===== src/rtl/ol_argmax_pkg.sv =====
// Shared definitions for the output-layer argmax block: FSM state encoding
// and a constant-evaluable ceiling-log2 helper for index widths.
package ol_argmax_pkg;

    typedef enum logic [1:0] {
        COLLECT = 2'd0,
        SCAN    = 2'd1,
        DONE    = 2'd2
    } state_e;

    // Ceiling log2; used to size class indices from the class count.
    function automatic int unsigned clog2(input int unsigned n);
        int unsigned r;
        r = 0;
        for (int unsigned v = 1; v < n; v = v << 1) begin
            r = r + 1;
        end
        return r;
    endfunction

endpackage


===== src/rtl/ol_argmax.sv =====
// Output-layer argmax: collects one signed value per class (any order, any
// cycle), then scans the slots one per cycle and reports the winning class,
// its value and the OR of the captured overflow flags as a one-cycle strobe.
module ol_argmax
    import ol_argmax_pkg::*;
#(
    parameter int unsigned NUM_CLASSES = 10,
    parameter int unsigned WIDTH       = 8,
    localparam int unsigned IDX_W      = clog2(NUM_CLASSES)
) (
    input  logic                         CLK,
    input  logic                         RSTN,
    input  logic                         CLEAR,
    input  logic [NUM_CLASSES*WIDTH-1:0] VALUES_IN,
    input  logic [NUM_CLASSES-1:0]       VALIDS_IN,
    input  logic [NUM_CLASSES-1:0]       OVERFLOWS_IN,
    output logic [IDX_W-1:0]             CLASS_OUT,
    output logic [WIDTH-1:0]             VALUE_OUT,
    output logic                         VALID_OUT,
    output logic                         OVERFLOW_OUT,
    output logic                         BUSY
);

    localparam logic [IDX_W-1:0] LAST_PTR = IDX_W'(NUM_CLASSES - 1);

    logic [1:0] rst_sync_q;
    logic       rst_n;

    state_e                  state_q, state_d;
    logic [NUM_CLASSES-1:0]  captured_q, captured_d;
    logic                    sticky_q, sticky_d;
    logic signed [WIDTH-1:0] best_q, best_d;
    logic [IDX_W-1:0]        idx_q, idx_d;
    logic [IDX_W-1:0]        ptr_q, ptr_d;
    logic [IDX_W-1:0]        class_q, class_d;
    logic [WIDTH-1:0]        value_q, value_d;
    logic                    ovf_q, ovf_d;
    logic                    valid_q, valid_d;

    logic [NUM_CLASSES-1:0]  cap_en;
    logic signed [WIDTH-1:0] slot_q [NUM_CLASSES];
    logic signed [WIDTH-1:0] slot_d [NUM_CLASSES];

    // Reset synchroniser: assertion passes straight through, release is
    // delayed two clocks so every register leaves reset on the same edge.
    always_ff @(posedge CLK or negedge RSTN) begin
        if (!RSTN) begin
            rst_sync_q <= '0;
        end else begin
            rst_sync_q <= {rst_sync_q[0], 1'b1};
        end
    end

    assign rst_n = rst_sync_q[1];

    // Slot write enables: only while collecting, and CLEAR blocks capture.
    always_comb begin
        cap_en = '0;
        if (state_q == COLLECT && !CLEAR) begin
            cap_en = VALIDS_IN;
        end
    end

    // Per-class capture registers; the last pulse for a class wins.
    for (genvar i = 0; i < NUM_CLASSES; i++) begin : g_slot
        assign slot_d[i] = cap_en[i] ? VALUES_IN[i*WIDTH +: WIDTH] : slot_q[i];

        // Slot i register.
        always_ff @(posedge CLK or negedge rst_n) begin
            if (!rst_n) begin
                slot_q[i] <= '0;
            end else begin
                slot_q[i] <= slot_d[i];
            end
        end
    end

    // Next-state and datapath control for COLLECT / SCAN / DONE.
    always_comb begin
        state_d    = state_q;
        captured_d = captured_q;
        sticky_d   = sticky_q;
        best_d     = best_q;
        idx_d      = idx_q;
        ptr_d      = ptr_q;
        class_d    = class_q;
        value_d    = value_q;
        ovf_d      = ovf_q;
        valid_d    = 1'b0;

        if (CLEAR) begin
            state_d    = COLLECT;
            captured_d = '0;
            sticky_d   = 1'b0;
        end else begin
            unique case (state_q)
                COLLECT: begin
                    captured_d = captured_q | VALIDS_IN;
                    sticky_d   = sticky_q | (|(VALIDS_IN & OVERFLOWS_IN));
                    if (&captured_d) begin
                        // Seed from slot_d so a class-0 value arriving on this
                        // same edge is the one compared against.
                        state_d = SCAN;
                        best_d  = slot_d[0];
                        idx_d   = '0;
                        ptr_d   = IDX_W'(1);
                    end
                end
                SCAN: begin
                    if (slot_q[ptr_q] > best_q) begin
                        best_d = slot_q[ptr_q];
                        idx_d  = ptr_q;
                    end
                    ptr_d = ptr_q + 1'b1;
                    if (ptr_q == LAST_PTR) begin
                        state_d = DONE;
                    end
                end
                DONE: begin
                    class_d    = idx_q;
                    value_d    = best_q;
                    ovf_d      = sticky_q;
                    valid_d    = 1'b1;
                    captured_d = '0;
                    sticky_d   = 1'b0;
                    state_d    = COLLECT;
                end
                default: begin
                    state_d = COLLECT;
                end
            endcase
        end
    end

    // State, scan and result registers.
    always_ff @(posedge CLK or negedge rst_n) begin
        if (!rst_n) begin
            state_q    <= COLLECT;
            captured_q <= '0;
            sticky_q   <= 1'b0;
            best_q     <= '0;
            idx_q      <= '0;
            ptr_q      <= '0;
            class_q    <= '0;
            value_q    <= '0;
            ovf_q      <= 1'b0;
            valid_q    <= 1'b0;
        end else begin
            state_q    <= state_d;
            captured_q <= captured_d;
            sticky_q   <= sticky_d;
            best_q     <= best_d;
            idx_q      <= idx_d;
            ptr_q      <= ptr_d;
            class_q    <= class_d;
            value_q    <= value_d;
            ovf_q      <= ovf_d;
            valid_q    <= valid_d;
        end
    end

    assign CLASS_OUT    = class_q;
    assign VALUE_OUT    = value_q;
    assign VALID_OUT    = valid_q;
    assign OVERFLOW_OUT = ovf_q;
    assign BUSY         = (state_q == SCAN) || (state_q == DONE);

endmodule


===== config.mk =====
export PLATFORM = sky130hd
export DESIGN_NAME = ol_argmax
export DESIGN_NICKNAME = d
export VERILOG_FILES = /design/src/rtl/ol_argmax_pkg.sv /design/src/rtl/ol_argmax.sv
export SDC_FILE = /design/constraint.sdc
export NUM_CORES = 1
export LEC_CHECK = 0
export CAP_MARGIN = 20
export CORE_MARGIN = 8
export CORE_UTILIZATION = 52
export CTS_BUF_LIST = sky130_fd_sc_hd__clkbuf_4 sky130_fd_sc_hd__clkbuf_8 sky130_fd_sc_hd__clkbuf_16
export DETAILED_ROUTE_END_ITERATION = 8
export HOLD_SLACK_MARGIN = 0.02
export PLACE_DENSITY = 0.91
export REMOVE_ABC_BUFFERS = 1
export SETUP_SLACK_MARGIN = 0.4
export SLEW_MARGIN = 10
export SYNTH_ARGS = -nofsm -noshare
export SYNTH_HDL_FRONTEND = slang
export SYNTH_SLANG_ARGS = --single-unit

===== constraint.sdc =====
create_clock -name CLK -period 4.4 [get_ports CLK]
set_clock_uncertainty 0.05 [all_clocks]
set_input_delay 0.88 -clock CLK [delete_from_list [all_inputs] [get_ports CLK]]
set_output_delay 0.88 -clock CLK [all_outputs]
set_load 0.02 [all_outputs]

==> impl.org <==
** Drt
- Avg WL per Cell :: approximately 21 um
- The detailed router finished its first iteration with approximately 330 violations.
- Vias per Instance :: 5.81
- The routed design has 15.2 mm of wire.
- Once detail routing completed, the nets flagged for antenna violations numbered 0.
- Vias :: between 4000 and 5000
- After detailed routing, the number of remaining DRC violations is 0.
- Before antenna repair, the detailed router went through 5 iterations.

** STA
- Setup repair after global routing left no endpoint under its margin.
- Final count of pins violating max slew :: 0
- For this run, the top clock speed supported by timing is 0.274 GHz.
- The routed design could run at a clock period as short as roughly 3.6 ns.
- Setup Viol. Count Final :: 0
- Measured against its own limit, the worst slew margin works out to 0.358.
- For the pin with the worst max-slew slack, the measured transition is approximately 0.96 ns.
- Dividing the final minimum period by the clock period gives 0.830.
- Summed over all failing endpoints, the final setup total negative slack is 0 ns.
- Final hold viol count :: 0

** Worst hold path
- The path class of the tightest hold or removal check is reg -> async.

** Yosys
- The cell area that synthesis handed to floorplanning was 0.00578 mm^2.
- Mean area per synthesized cell :: 13.3 um^2
- Counting flops with an async set or reset pin after synthesis yields a share of 1.00.
- Largest cells by area after synthesis :: dfrtp_1 54%, mux2_2 18%, mux4_2 6.2%
- Counting distinct cell types in the post-synthesis netlist gives 41.
- For this run, the leading register cell type out of synthesis is dfrtp_1.
- In the post-synthesis netlist, the cell with the most instances is dfrtp_1.
- The share of synthesized area in the top cell type comes to 0.541.
- The commonest cells after synthesis are 125 x dfrtp_1, 92 x mux2_2, 40 x nand2_1, 19 x inv_1.
- The biggest area contributor in the post-synthesis netlist is dfrtp_1.
- In this run, synthesis inferred 0 flip-flops with an integrated enable.
- Counting flops and latches in the post-synthesis netlist gives 125.
- Synthesis produced a netlist whose cell count is 435.
- Part of the Yosys area used for sequential elements :: 0.541
- Ys Warns :: 0

** Status
- Outcome :: finished, final reports clean

** Clock network
- Post-CTS clock slew at the launch and capture registers of the worst setup and hold paths :: 0.06 ns
- Clock tree synthesis found a total of 125 sinks.
- Counting along the longest clock path gives a buffer depth of 2.
- Hold repair after CTS inserted 0 buffers.
- After clock tree synthesis, the repair step resized 0 gates.
- TritonCTS built the clock tree.
- Clock latency reported for the late side of the worst-skew pair :: 0.52 ns
- Library cell used as clock root buffer :: clkbuf_8
- Postcts setup bufs :: 0
- TritonCTS created 17 clock buffers.
- The H-tree was split into 4 levels.

** Setup path
- For this run, the slowest stage of the critical path takes 0.88 ns.
- The worst setup path is captured at a register.
- Crit path buf inv count :: 1
- The worst setup path is launched from a register.
- Cell with the largest stage delay on the worst path :: nor3b_1
- Crit path launch :: ptr_q[1]
- Of all nets on the critical path, the largest fanout is 22.
- Critical path class :: reg -> reg
- The critical path goes through nor3b_1 > a22o_1 > a21oi_1 > ha_1 > nand4_1 > o221ai_1 > a311oi_4 > buf_4 > mux2i_1.
- Broken down by cell family, the worst path's largest delay share belongs to simple AND/OR/NAND/NOR gates.
- In this run the critical register-to-register path is launched from ptr_q[1].
- For the worst setup path, the data required time is 4.77 ns.
- At the worst endpoint, the arrival time is 4.02 ns.

** Floorplanning
- The total area inside the core boundary comes to 0.0108 mm^2.
- The die covers between 0.01 and 0.015 mm^2.
- I/O pin total :: 118
- In this run the horizontal extent of the chip is 121 um.
- In this run the vertical extent of the chip is 121 um.
- In this run the core area contains 38 standard-cell rows.
- Starting density of the core :: 0.533

** Layout
- Of the cells placed in the final design, the portion with a size suffix greater than 1 is 0.267.
- Fill cells in the final layout number 729.
- Final non-filler cell total :: 714
- Total Nets Final :: 678
- Once layout is complete, the utilization of the core stands at 0.712.
- Summing all flip-flop and latch instances after layout gives 0.00313 mm^2.
- Number of antenna cells inserted :: 0
- Summing all multi-input logic gate instances after layout gives 0.00251 mm^2.
- Growth of design area from synthesis to finish :: 33.6%

** Power
- In this run the static leakage power is 3.24 nW.
- Power spread over the standard cell area amounts to 672 mW/mm^2.
- Worst vdd ir :: ~0.30 mV

** GRT
- Most Used Layer, Global Route :: met2
- Met1 demand-to-capacity share in global routing :: 0.265
- In the global route stage, met3 resource usage came out at 0.0484.
- Across every metal layer, demand over resource in global routing totals 0.217.
- Total grt overflow :: 0
- Wire length of the first global-routing pass :: 24.4 mm
- The number of antenna violations at the first check in global routing was 0.
- Global-route track usage on met2 :: 0.365
- The number of global-route vias before repair came to 4520.
- Entering global routing, the biggest net connects 81 pins.

** Flow run
- The tool flagged a number of max-cap violations equal to 0.

** Placed design
- Cell count after placement :: 681
- DP Wirelength :: ~11 mm
- Gpl congestion :: approximately 0.91
- During placement, the flow inserted port buffers numbering 117.
[cells by family (layout without fill, tap and decap cells)]
group                    Yosys count  count (layout)  synth area share
AND/OR/NAND/NOR                   73              73            0.0557
adder cells (fa/ha/maj)           14              14            0.0303
multiplexers                     122             122             0.266
AO/OA/AOI/OAI                     65              65            0.0812
flip-flops                       125             125             0.541
buffers and inverters             35             174            0.0247
other                              1               1          0.000649
[worst paths after layout]
kind                                  to  slack [ns]  cells after the start
setup / recovery               best_q[2]        0.75                      9
hold / removal                slot_q[60]        0.14                      0
setup reg to reg               best_q[2]        0.75                      9
hold reg to reg               slot_q[60]        0.14                      0
max in group asynchronous   CLASS_OUT[2]        3.36                      1
min in group CLK           rst_sync_q[1]        0.30                      0
[worst register-to-register path, delay by kind of cell, from the launching register on]
family	cells	cell delay [ns]
DFF	1	0.74
and+or+nand+nor	2	1.01
adders and majority gates	1	0.30
muxes	1	0.22
AOI/OAI and AO/OA	4	0.99
buffers and inverters	1	0.26
[cell usage in the layout, fill, tap and decap left out, types with 4 or more instances in the layout]
cell	count
ha_1	14
clkbuf_16	16
o2bb2ai_1	4
o21ai_0	16
o22ai_1	5
a21oi_1	15
nor2_1	15
a22oi_1	10
mux4_2	16
mux2i_1	14
dfrtp_1	124
clkdlybuf4s50_1	117
nand2_1	40
buf_4	5
clkbuf_4	4
inv_1	19
mux2_2	92
[metrics by stage]
stage	cell area [um^2]	total power, mW	hold WS [ns]	setup slack [ns]
after floorplan	5710	3.13	0.281	0.537
after global placement	7090	3.68	0.288	0.979
after detailed placement	7090	3.76	0.291	0.773
after CTS	7690	5.19	0.300	0.751
after global routing	7720	5.47	0.144	0.410
final	7720	5.19	0.135	0.750
[sequential cells by signal, indices dropped and copies added, names as in the netlist]
register and count:
VALID_OUT 1, sticky_q 1, CLASS_OUT 4, best_q 8, slot_q 80, rst_sync_q 2
ptr_q 4, captured_q 10, VALUE_OUT 8, state_q 2, idx_q 4, OVERFLOW_OUT 1
[where the power goes]
| part | leakage (nW) | internal [mW] | switching [mW] |
|---|---|---|---|
| logic | 1.45 | 0.996 | 0.955 |
| clock network | 0.289 | 0.901 | 0.494 |
| registers | 1.50 | 1.57 | 0.273 |
[routing by layer]
metal | share of wire | wire length (um)
met5 | 0 | 0
met4 | 0.023 | 346
met3 | 0.056 | 847
met2 | 0.52 | 7920
met1 | 0.40 | 6060
[final cells by class]
type,count,area share
Timing Repair Buffer,123,0.160
Clock buffer,22,0.0593
Inverter,19,0.00924
Multi-Input combinational cell,275,0.325
Tap cell,140,0.0227
Clock inverter,10,0.0182
Sequential cell,125,0.406
(Power assumes the default switching activity.)
